## config.mk

```make
export PLATFORM = sky130hd
export DESIGN_NAME = vga_sync_receiver
export DESIGN_NICKNAME = d
export VERILOG_FILES = /design/src/rtl/vga_sync_receiver_pkg.sv /design/src/rtl/vga_sync_receiver_crc16_pix_step.sv /design/src/rtl/vga_sync_receiver.sv
export SDC_FILE = /design/constraint.sdc
export NUM_CORES = 1
export LEC_CHECK = 0
export ABC_AREA = 1
export CORE_MARGIN = 5
export CORE_UTILIZATION = 24
export CTS_CLUSTER_DIAMETER = 100
export CTS_CLUSTER_SIZE = 25
export DETAILED_ROUTE_END_ITERATION = 7
export SLEW_MARGIN = 20
export SYNTH_ARGS = -nofsm -noshare
export SYNTH_HDL_FRONTEND = slang
export SYNTH_SLANG_ARGS = --single-unit
```

## constraint.sdc

```tcl
create_clock -name i_clk -period 3.9 [get_ports i_clk]
set_input_delay 0.78 -clock i_clk [delete_from_list [all_inputs] [get_ports i_clk]]
set_output_delay 0.78 -clock i_clk [all_outputs]
set_load 0.05 [all_outputs]
```

## src/rtl/vga_sync_receiver_pkg.sv

```systemverilog
// Shared 640x480 timing constants, CRC seed and sync-tracker state encoding
// for the VGA receive monitor.
package vga_sync_receiver_pkg;

  localparam int H_ACTIVE = 640;
  localparam int H_FP     = 16;
  localparam int H_SYNC   = 96;
  localparam int H_BP     = 48;
  localparam int H_TOTAL  = H_ACTIVE + H_FP + H_SYNC + H_BP;

  localparam int V_ACTIVE = 480;
  localparam int V_FP     = 10;
  localparam int V_SYNC   = 2;
  localparam int V_BP     = 33;
  localparam int V_TOTAL  = V_ACTIVE + V_FP + V_SYNC + V_BP;

  localparam logic [15:0] CRC_INIT = 16'hFFFF;
  localparam logic [15:0] CRC_POLY = 16'h1021;

  typedef enum logic [1:0] {
    ST_SEARCH  = 2'd0,
    ST_MEASURE = 2'd1,
    ST_LOCKED  = 2'd2
  } sync_state_e;

endpackage

```

## src/rtl/vga_sync_receiver_crc16_pix_step.sv

```systemverilog
// One CRC-16-CCITT update over a 12-bit {r,g,b} pixel, MSB first.
module crc16_pix_step
  import vga_sync_receiver_pkg::*;
(
  input  logic [15:0] i_crc,
  input  logic [11:0] i_pix,
  output logic [15:0] o_crc
);

  logic [12:0][15:0] stage;

  assign stage[0] = i_crc;

  generate
    for (genvar gi = 0; gi < 12; gi++) begin : g_bit
      logic fb;
      assign fb = stage[gi][15] ^ i_pix[11-gi];
      assign stage[gi+1] = {stage[gi][14:0], 1'b0} ^ (fb ? CRC_POLY : 16'h0000);
    end
  endgenerate

  assign o_crc = stage[12];

endmodule

```

## src/rtl/vga_sync_receiver.sv

```systemverilog
// VGA receive monitor: tracks HS/VS timing on the pixel strobe, recovers x/y/de,
// reports timing faults and a per-frame CRC of the active pixels.
module vga_sync_receiver
  import vga_sync_receiver_pkg::*;
#(
  parameter int H_ACT   = H_ACTIVE,
  parameter int H_FRONT = H_FP,
  parameter int H_SYN   = H_SYNC,
  parameter int H_BACK  = H_BP,
  parameter int V_ACT   = V_ACTIVE,
  parameter int V_FRONT = V_FP,
  parameter int V_SYN   = V_SYNC,
  parameter int V_BACK  = V_BP
)(
  input  logic        i_clk,
  input  logic        i_rst,
  input  logic        i_pix_stb,
  input  logic        i_hs,
  input  logic        i_vs,
  input  logic [3:0]  i_r,
  input  logic [3:0]  i_g,
  input  logic [3:0]  i_b,
  output logic        o_locked,
  output logic        o_de,
  output logic [9:0]  o_x,
  output logic [8:0]  o_y,
  output logic        o_frame_done,
  output logic [15:0] o_frame_crc,
  output logic        o_err,
  output logic [7:0]  o_err_count
);

  localparam logic [10:0] H_TOT_W  = 11'(H_ACT + H_FRONT + H_SYN + H_BACK);
  localparam logic [10:0] H_ACT_LO = 11'(H_SYN + H_BACK);
  localparam logic [10:0] H_ACT_HI = 11'(H_SYN + H_BACK + H_ACT);
  localparam logic [9:0]  V_TOT_W  = 10'(V_ACT + V_FRONT + V_SYN + V_BACK);
  localparam logic [9:0]  V_ACT_LO = 10'(V_SYN + V_BACK);
  localparam logic [9:0]  V_ACT_HI = 10'(V_SYN + V_BACK + V_ACT);

  sync_state_e state_q, state_d;
  logic        hs_prev_q, hs_prev_d;
  logic        vs_prev_q, vs_prev_d;
  logic [10:0] h_cnt_q, h_cnt_d;
  logic [9:0]  line_idx_q, line_idx_d;
  logic [15:0] crc_q, crc_d;
  logic        locked_q, locked_d;
  logic        de_q, de_d;
  logic [9:0]  x_q, x_d;
  logic [8:0]  y_q, y_d;
  logic        frame_done_q, frame_done_d;
  logic [15:0] frame_crc_q, frame_crc_d;
  logic        err_q, err_d;
  logic [7:0]  err_count_q, err_count_d;

  logic        hs_fall, vs_fall;
  logic [10:0] h_cnt_inc, h_cnt_nxt;
  logic [9:0]  line_inc, line_nxt;
  logic        h_ok, v_ok, in_active;
  logic [15:0] crc_step;

  assign hs_fall   = hs_prev_q & ~i_hs;
  assign vs_fall   = vs_prev_q & ~i_vs;
  assign h_cnt_inc = (h_cnt_q == 11'h7FF) ? h_cnt_q : h_cnt_q + 11'd1;
  assign line_inc  = (line_idx_q == 10'h3FF) ? line_idx_q : line_idx_q + 10'd1;
  assign h_ok      = (h_cnt_inc == H_TOT_W);
  assign v_ok      = (line_inc == V_TOT_W);

  // VS takes precedence so a coincident HS/VS fall starts line 0, not line 1.
  assign h_cnt_nxt = hs_fall ? 11'd0 : h_cnt_inc;
  assign line_nxt  = vs_fall ? 10'd0 : (hs_fall ? line_inc : line_idx_q);
  assign in_active = (h_cnt_nxt >= H_ACT_LO) && (h_cnt_nxt < H_ACT_HI) &&
                     (line_nxt >= V_ACT_LO) && (line_nxt < V_ACT_HI);

  crc16_pix_step u_crc (
    .i_crc (crc_q),
    .i_pix ({i_r, i_g, i_b}),
    .o_crc (crc_step)
  );

  always_comb begin
    state_d      = state_q;
    hs_prev_d    = hs_prev_q;
    vs_prev_d    = vs_prev_q;
    h_cnt_d      = h_cnt_q;
    line_idx_d   = line_idx_q;
    crc_d        = crc_q;
    locked_d     = locked_q;
    de_d         = de_q;
    x_d          = x_q;
    y_d          = y_q;
    frame_done_d = 1'b0;
    frame_crc_d  = frame_crc_q;
    err_d        = 1'b0;
    err_count_d  = err_count_q;

    if (i_pix_stb) begin
      hs_prev_d  = i_hs;
      vs_prev_d  = i_vs;
      h_cnt_d    = h_cnt_nxt;
      line_idx_d = line_nxt;
      crc_d      = in_active ? crc_step : crc_q;

      case (state_q)
        ST_SEARCH: begin
          if (vs_fall) state_d = ST_MEASURE;
        end
        ST_MEASURE: begin
          if (hs_fall && !h_ok) begin
            state_d = ST_SEARCH;
          end else if (vs_fall) begin
            state_d = v_ok ? ST_LOCKED : ST_SEARCH;
            if (v_ok) crc_d = CRC_INIT;
          end
        end
        ST_LOCKED: begin
          if ((hs_fall && !h_ok) || (!hs_fall && h_cnt_nxt == H_TOT_W) ||
              (vs_fall && !v_ok) || (!vs_fall && line_nxt == V_TOT_W)) begin
            state_d     = ST_SEARCH;
            err_d       = 1'b1;
            err_count_d = (err_count_q == 8'hFF) ? err_count_q : err_count_q + 8'd1;
          end else if (vs_fall) begin
            frame_done_d = 1'b1;
            frame_crc_d  = crc_q;
            crc_d        = CRC_INIT;
          end
        end
        default: state_d = ST_SEARCH;
      endcase

      locked_d = (state_d == ST_LOCKED);
      de_d     = locked_d && in_active;
      x_d      = in_active ? 10'(h_cnt_nxt - H_ACT_LO) : 10'd0;
      y_d      = in_active ? 9'(line_nxt - V_ACT_LO) : 9'd0;
    end
  end

  always_ff @(posedge i_clk or posedge i_rst) begin
    if (i_rst) begin
      state_q      <= ST_SEARCH;
      hs_prev_q    <= 1'b0;
      vs_prev_q    <= 1'b0;
      h_cnt_q      <= '0;
      line_idx_q   <= '0;
      crc_q        <= CRC_INIT;
      locked_q     <= 1'b0;
      de_q         <= 1'b0;
      x_q          <= '0;
      y_q          <= '0;
      frame_done_q <= 1'b0;
      frame_crc_q  <= CRC_INIT;
      err_q        <= 1'b0;
      err_count_q  <= '0;
    end else begin
      state_q      <= state_d;
      hs_prev_q    <= hs_prev_d;
      vs_prev_q    <= vs_prev_d;
      h_cnt_q      <= h_cnt_d;
      line_idx_q   <= line_idx_d;
      crc_q        <= crc_d;
      locked_q     <= locked_d;
      de_q         <= de_d;
      x_q          <= x_d;
      y_q          <= y_d;
      frame_done_q <= frame_done_d;
      frame_crc_q  <= frame_crc_d;
      err_q        <= err_d;
      err_count_q  <= err_count_d;
    end
  end

  assign o_locked     = locked_q;
  assign o_de         = de_q;
  assign o_x          = x_q;
  assign o_y          = y_q;
  assign o_frame_done = frame_done_q;
  assign o_frame_crc  = frame_crc_q;
  assign o_err        = err_q;
  assign o_err_count  = err_count_q;

endmodule
```

==> impl_results.md, run 1 <==
* Initial Util at 24.2%
* Hold Fails Final Rpt at 0
* Commonest cells after routing, fill and taps aside: nand2_1 (272), nand3_1 (84), inv_1 (72)
* Cts hold-fix bufs at 0
* HP Class: register to register
* Worst Skew at approximately 0.012 ns
* Hold path endpoint: crc_q[0]
* # nets final at between 800 and 900
* PD cells at 481 nW/um^2
* Worst r2r src: line_idx_q[0]
* Longest Clk Path Bufs at 2
* Largest net degree at the start of global routing at 46
* Worst EP arrival at 3.67 ns
* HPWL Detailed at 10800 microns
* Slew headroom at 44.4%
* CP dominant cell by count: nand2_1
* Clk pin slew, worst setup/hold paths at 0.07 ns
* Final slew viol count at 0
* Crit Path Category: register to register
* FILL cells at 2690
* Final worst-path cycle share at 86.4%
* Synth-to-Final Area Change at 20.2%
* Number of distinct library cells after synthesis at 36
* Synth warn at 0
* CP Capture Type: register
* Post-Layout Cell Count at 1168
* Max-cap violations at 0
* Layout cells sized above 1 at 12.7%
* Status: finished, final reports clean
* Gr ovfl total at 0
* R2R Setup Slk at 0.53 ns
* CTS root buffer: clkbuf_16
* Routed Antenna Nets at 0
* Io pins at 64
* WL per Instance at 12.7 microns
* Drt first-iter violations at 353
* CTS tree: done
* Fmax at between 0.2 and 0.3 GHz
* Startpoint Class: register
* WL met2 at 7160 microns
* Peak supply drop at approximately 0.23 mV
* Comb pwr share at around two fifths
* Crit path buf inv count at 2
* Post-synthesis cell count at 782
* Die area at 27500 sq um
* Reg power frac at 35.9%
* CP max FO at 20
* Min-delay src: crc_q[0]
* GRT Total Usage at approximately 11%
* Lkg Pwr at 3.34 nW
* Clk_lat worst skew at roughly 0.35 ns
* Commonest non-fill, non-tap cell in the layout: nand2_1
* Antenna cells at 0
* Total power at 3.37 mW
* Clock Power Share at about a quarter
* Top Family by Delay on Critical Path: simple AND/OR/NAND/NOR gates
* CP peak stage delay at 0.48 ns
* First-pass DRT Iterations at 5
* Switching Share at 39.8%
* Met3 Routed Length at 503 microns
* Hold Crit Depth at 2
* WL final at between 10000 and 15000 microns
* RR Endpoint: crc_q[3]
* Drt drc at 0
* Post-layout min period at 3.37 ns
* Max Used Layer: met4
* Placed cells at approximately 1200
* Global-route wire length before repair at 25100 microns
* Die H at 166 microns
* Antenna violations before repair at 0
* Metal1 wirelength at 7000 microns
* Critical path's slowest cell: dfrtp_1
* Cell Int Power at 2.03 mW
* Cell Rows at 57
* Req. time, crit path at roughly 4.2 ns
* Synth Register Bits at 88
* Mapped Nets at 811
* Mean post-synth cell area at 7.46 sq um
* PortBufs at 63
* Area of the multi-input gates at 3060 sq um
* Core footprint at 24100 sq um
* Worst Tran Pin Value at 0.834 ns
* # resized after CTS at 0
* Cell chain of the critical path: ha_1, nand2_4, nor2_8, nand3_4, nand2_1, o21ai_0, a21oi_1, ha_1, nand2_1, nor2_1, nand3_1, nand3_1, nand2_1, inv_2, nand2_2, buf_4, nand2_1, nand3_1, nand2_1, nand2_1, nand2_1
* Storage element area at 2240 sq um
* Sink Count at 88
* H-tree levels at 3
* Via-per-instance ratio at 4.32
* Vias at 5046
* # setup viols final at 0
* R2R cell count at 21
* Net switching power at 1.34 mW
* TNS Setup at 0 ns
* TritonCTS Buffers at 9
* RSZ-0062 raised after global routing: no
* Setup Buffers After CTS at 0
* Vias in the first global route at 4889
* GP Congestion at 0.852
* Seq/Total Area, Yosys at roughly two fifths
* DIE WIDTH at 166 microns
* Mapped Area at 5830 sq um
==> worst max-delay path by stage <==
stage                  startpoint        endpoint  slack, ns  cells past startpoint
floorplan                   i_rst      h_cnt_q[0]       0.89                      1
global placement             i_hs        crc_q[2]       0.37                     19
detailed placement           i_hs  o_err_count[4]       0.36                     16
CTS                 line_idx_q[1]          o_x[7]       0.56                     18
global route        line_idx_q[0]          o_x[5]       0.18                     18
finish              line_idx_q[0]        crc_q[3]       0.53                     21
==> worst reg2reg max path: stages, from the launching register on <==
cell     delay [ns]
dfrtp_1        0.48
ha_1           0.31
nand2_4        0.09
nor2_8         0.14
nand3_4        0.19
nand2_1        0.19
o21ai_0        0.09
a21oi_1        0.40
ha_1           0.29
nand2_1        0.09
nor2_1         0.12
nand3_1        0.08
nand3_1        0.08
nand2_1        0.06
inv_2          0.06
nand2_2        0.05
buf_4          0.21
nand2_1        0.10
nand3_1        0.06
nand2_1        0.08
nand2_1        0.05
nand2_1        0.07
==> cells in the mapped netlist <==
cell            number  area (sq um)
a21oi_1             13          65.1
a31oi_1              1          6.26
buf_2                3          15.0
buf_4                4          30.0
buf_6                9           101
clkbuf_1             8          30.0
clkbuf_8             4          55.1
dfrtp_1             56          1400
dfstp_2             32           841
dlymetal6s2s_1       1          12.5
ha_1                12           150
inv_1               74           278
inv_2                3          11.3
nand2_1            272          1020
nand2_2             10          62.6
nand2_4              2          22.5
nand3_1             84           420
nand3_2              2          20.0
nand3_4              1          17.5
nand4_1             15          93.8
nand4_2              1          12.5
nor2_1              38           143
nor2_2               3          18.8
nor2_4               5          56.3
nor2_8               1          20.0
nor3_1               1          5.00
o211ai_1             1          7.51
o21ai_0             36           180
o21ai_1             11          55.1
o21ai_2             18           158
o21bai_1             3          22.5
o22ai_1              1          6.26
or2_2                1          6.26
or4_1                1          7.51
xnor2_1             19           166
xor2_1              36           315
==> power by group through the flow <==
stage	Clock (mW)	Sequential, mW	Combinational, mW
after floorplan	0	1.22	1.05
after global placement	0	1.23	1.31
after detailed placement	0	1.22	1.32
after CTS	0.876	1.21	1.33
after global routing	0.900	1.24	1.50
final	0.845	1.21	1.32
==> state kept, by name (all words and copies together), names as in the netlist <==
signal and cells:
crc_q 16, hs_prev_q 1, o_locked 1, state_q 2, o_frame_crc 16, h_cnt_q 11
line_idx_q 10, vs_prev_q 1, o_err_count 8, o_y 9, o_err 1, o_x 10
o_de 1, o_frame_done 1
==> routing by layer <==
layer / GRT usage, % / vias to the layer above
li1: - / 2603
met1: 14.3 / 2321
met2: 18.4 / 104
met3: 1.88 / 18
met4: 3.08 / 0
met5: 0 / -
==> per-stage QoR <==
step | setup slack (ns) | area (sq um) | utilization [%] | hold WS, ns
2_1_floorplan | 0.894 | 5830 | - | 0.446
3_3_place_gp | 0.367 | 6730 | 27.9 | 0.457
3_5_place_dp | 0.359 | 6730 | 27.9 | 0.459
4_1_cts | 0.562 | 7010 | 29.1 | 0.471
5_1_grt | 0.179 | 7010 | 29.1 | 0.488
6_report | 0.531 | 7010 | 29.1 | 0.467
==> area by class of cell <==
class | instances | area share, %
Sequential cell | 88 | 32.0
Clock buffer | 11 | 3.46
Clock inverter | 5 | 0.571
Inverter | 77 | 4.14
Tap cell | 324 | 5.78
Timing Repair Buffer | 75 | 10.5
Multi-Input combinational cell | 588 | 43.6
==> cell families after synthesis <==
logic type	share of synthesized area, %
flops	38.4
fa+ha+maj	2.57
xor+xnor	8.26
buf+inv	9.14
compound gates	8.58
simple gates	33.0
Note: power is estimated with default switching activity, not from simulation.
==> run 2, diff against run 1 <==
Settings changed: ABC_AREA 1 to default, SYNTH_HIERARCHICAL from default to 1.
Clock period 3.9 ns to 2.72 ns, I/O delays scaled along.
==> impl_results.md, run 2 <==
* Status: complete, but fails checks
* Failing checks: negative setup slack
* Max-cap violations at 0 (unchanged)
* RSZ-0062 raised after global routing: yes
* Post-synth top area share at 25.0% (+0.96 points)
* Post-synthesis cell count at 535 (-32%)
* Longest Clk Path Bufs at 2 (unchanged)
* WL per Instance at 15.6 microns (+22%)
* Synth warn at 6 (+6)
* Largest family of logic cells by synthesized area: compound AO/OA/AOI/OAI gates
* Drt first-iter violations at 312 (-12%)
* Crit Path Category: register to register
* Fmax at 0.333 GHz (+12%)
* Final worst-path cycle share at 110% (+24 points)
* Post-synthesis xor/xnor area fraction at 10.1% (+1.8 points)
* Routed Antenna Nets at 0 (unchanged)
* Reg power frac at 38.7% (+2.8 points)
* Sink Count at 88 (unchanged)
* Core footprint at 23300 sq um (-3.5%)
* Slew headroom at 42.7% (-1.7 points)
* Placed cells at 1004 (-13%)
* Net switching power at 1.11 mW (-17%)
* Via-per-instance ratio at 4.62 (+7.1%)
* Post-Synth Simple-Gate Area at 13.9% (-19 points)
* Cell Rows at 56 (-1.8%)
* Clk_lat worst skew at 0.35 ns (about the same)
* Commonest non-fill, non-tap cell in the layout: buf_4
* Antenna cells at 0 (unchanged)
* Final slew viol count at 0 (unchanged)
* Lkg Pwr at 3.51 nW (+5.1%)
* Clk pin slew, worst setup/hold paths at 0.06 ns (about the same)
* Most frequent cell after synthesis: dfrtp_1
* Most instantiated cells after synthesis: dfrtp_1 (56), mux2_2 (33), nand2_1 (33), xnor2_1 (33), dfstp_2 (32)
* GP Congestion at 0.889 (+4.4%)
* Gr ovfl total at 0 (unchanged)
* Design Area, Final at 8400 sq um (+20%)
* Io pins at 64 (unchanged)
* Mux share of post-synthesis cell area at 7.89% (+7.9 points)
* Most used DFF post-synth: dfrtp_1
* Global-route wire length before repair at 26800 microns (+7.0%)
* Total power at 3.63 mW (+7.7%)
* PD cells at 433 nW/um^2 (-10%)
* Post-Layout Cell Count at 1037 (-11%)
* Mapped Nets at 564 (-30%)
* CTS root buffer: clkbuf_16
* GRT Total Usage at 12.5% (+1.7 points)
* Startpoint Class: register
* Peak supply drop at 0.264 mV (+17%)
* Async S/R FF share, synth at 100% (unchanged)
* FILL cells at 2346 (-13%)
* Worst EP arrival at 3.27 ns (-0.40 ns)
* HP Class: register to register
* Compound-Gate Fraction of Synth Area at 19.4% (+11 points)
* PortBufs at 63 (unchanged)
* Pre-CTS setup slack at -0.933 ns (-1.29 ns)
* Drt drc at 0 (unchanged)
* Main area contributors after synthesis: dfrtp_1 (25%), dfstp_2 (15%), mux2_2 (6.6%)
* Vias at 4796 (-5.0%)
* CP max FO at 16 (-20%)
* Synth-to-Final Area Change at 49.7%
* Comb pwr share at 27.7% (-11 points)
* Req. time, crit path at 2.99 ns (-1.21 ns)
* Worst Skew at 0.00867 ns (-0.00343 ns)
* TritonCTS Buffers at 9 (unchanged)
* # setup viols final at 64 (+64)
* Adder-Cell Fraction of Synth Area at 2.68% (+0.10 points)
* # nets final at 742 (-15%)
* Cts hold-fix bufs at 0 (unchanged)
* Placement Cell Area at 7660 sq um (+14%)
* Commonest cells after routing, fill and taps aside: buf_4 (126), clkdlybuf4s50_1 (62), dfrtp_1 (54)
* Layout cells sized above 1 at 44.7% (+32 points)
* Worst Tran Pin Value at 0.853 ns (+0.0196 ns)
* Die H at 163 microns (-1.8%)
* Largest net degree at the start of global routing at 48 (+4.3%)
* Clock Power Share at 33.6% (+8.6 points)
* Initial Util at 24.1% (-0.085 points)
* H-tree levels at 3 (unchanged)
* First-pass DRT Iterations at 5 (unchanged)
* Synth Register Bits at 88 (unchanged)
* Mean post-synth cell area at 10.5 sq um (+41%)
* Switching Share at 30.6% (-9.2 points)
* CTS tree: done
* DIE WIDTH at 163 microns (-1.8%)
* Cell Int Power at 2.52 mW (+24%)
* Post-synth EDFFs at 0 (unchanged)
* Post-layout min period at 3.00 ns (-0.370 ns)
* Hold Fails Final Rpt at 0 (unchanged)
* Mapped Area at 5610 sq um (-3.8%)
* Die area at 26500 sq um (-3.6%)
* Largest area contributor in the netlist: dfrtp_1
* WL final at 16100 microns (+8.4%)
* Setup WS post-layout at -0.279 ns (-0.810 ns)
* Vias in the first global route at 5013 (+2.5%)
* Hold_ws at 0.490 ns (+0.0228 ns)
* Antenna violations before repair at 0 (unchanged)
* HPWL Detailed at 11700 microns (+7.9%)
* Number of distinct library cells after synthesis at 84 (+130%)
* Seq/Total Area, Yosys at 40.0% (+1.5 points)
* CP Capture Type: register
==> run 2: final timing paths <==
path | start | cells past startpoint | slack, ns | end
setup / recovery | h_cnt_q[1] | 12 | -0.28 | crc_q[10]
hold / removal | o_y[6] | 1 | 0.49 | o_y[6]
setup reg to reg | h_cnt_q[1] | 12 | -0.28 | crc_q[10]
hold reg to reg | o_y[6] | 1 | 0.49 | o_y[6]
max in group asynchronous | i_rst | 3 | 1.52 | h_cnt_q[1]
min in group asynchronous | i_rst | 2 | 0.54 | o_err_count[5]
==> run 2: cells by family (layout without fill, tap and decap cells) <==
kind of cell | Yosys count | after routing
and+or+nand+nor | 144 | 144
xor gates and xnor gates | 56 | 56
AOI/OAI and AO/OA | 133 | 134
DFF | 88 | 88
adders and majority gates | 12 | 12
muxes | 40 | 40
buffers and inverters | 62 | 244
==> run 2: layout make-up <==
class	instances	area, sq um	share of cell area, %
multi-input cells	386	3530	42.0
flip-flops and latches	88	2240	26.7
repair buffers	208	1850	22.0
well taps	319	399	4.75
clock buffers	12	268	3.19
inverters	20	81.3	0.968
clock inverters	4	27.5	0.328
==> run 2: timing repair <==
action,in CTS,in global routing
cloned,3,0
setup endpoints to repair,65,64
resized for setup,47,16
pin swaps,20,10
buffers inserted,12,3
==> run 2: worst max-delay path: stages (launching register included) <==
cell	delay, ns
dfrtp_2	0.39
buf_4	0.13
nand4_4	0.11
buf_6	0.16
or4_4	0.52
buf_4	0.15
a31oi_2	0.20
nand2_1	0.12
o221ai_2	0.27
a221o_2	0.29
nor3_4	0.06
buf_12	0.18
a221o_2	0.32
==> run 2: layer usage <==
metal  track usage (%)  part of all wire (%)  vias up
li1                  -                     -     2337
met1              17.2                    48     2323
met2              19.3                    45      117
met3              3.64                   5.3       19
met4              3.32                   1.7        0
met5                 0                     0        -
==> run 2: power by group through the flow <==
stage	clock network, mW	logic, mW	registers [mW]
global placement	0	0.922	1.43
CTS	1.27	0.987	1.40
global route	1.32	1.10	1.41
floorplan	0	0.601	1.42
detailed placement	0	0.921	1.43
finish	1.22	1.01	1.41
==> run 2: metrics by stage <==
| step | util [%] | setup TNS [ns] |
|---|---|---|
| floorplan | - | -13.08 |
| global placement | 32.9 | -44.93 |
| detailed placement | 32.9 | -47.41 |
| CTS | 35.8 | -11.94 |
| global route | 36.1 | -18.24 |
| finish | 36.1 | -11.45 |
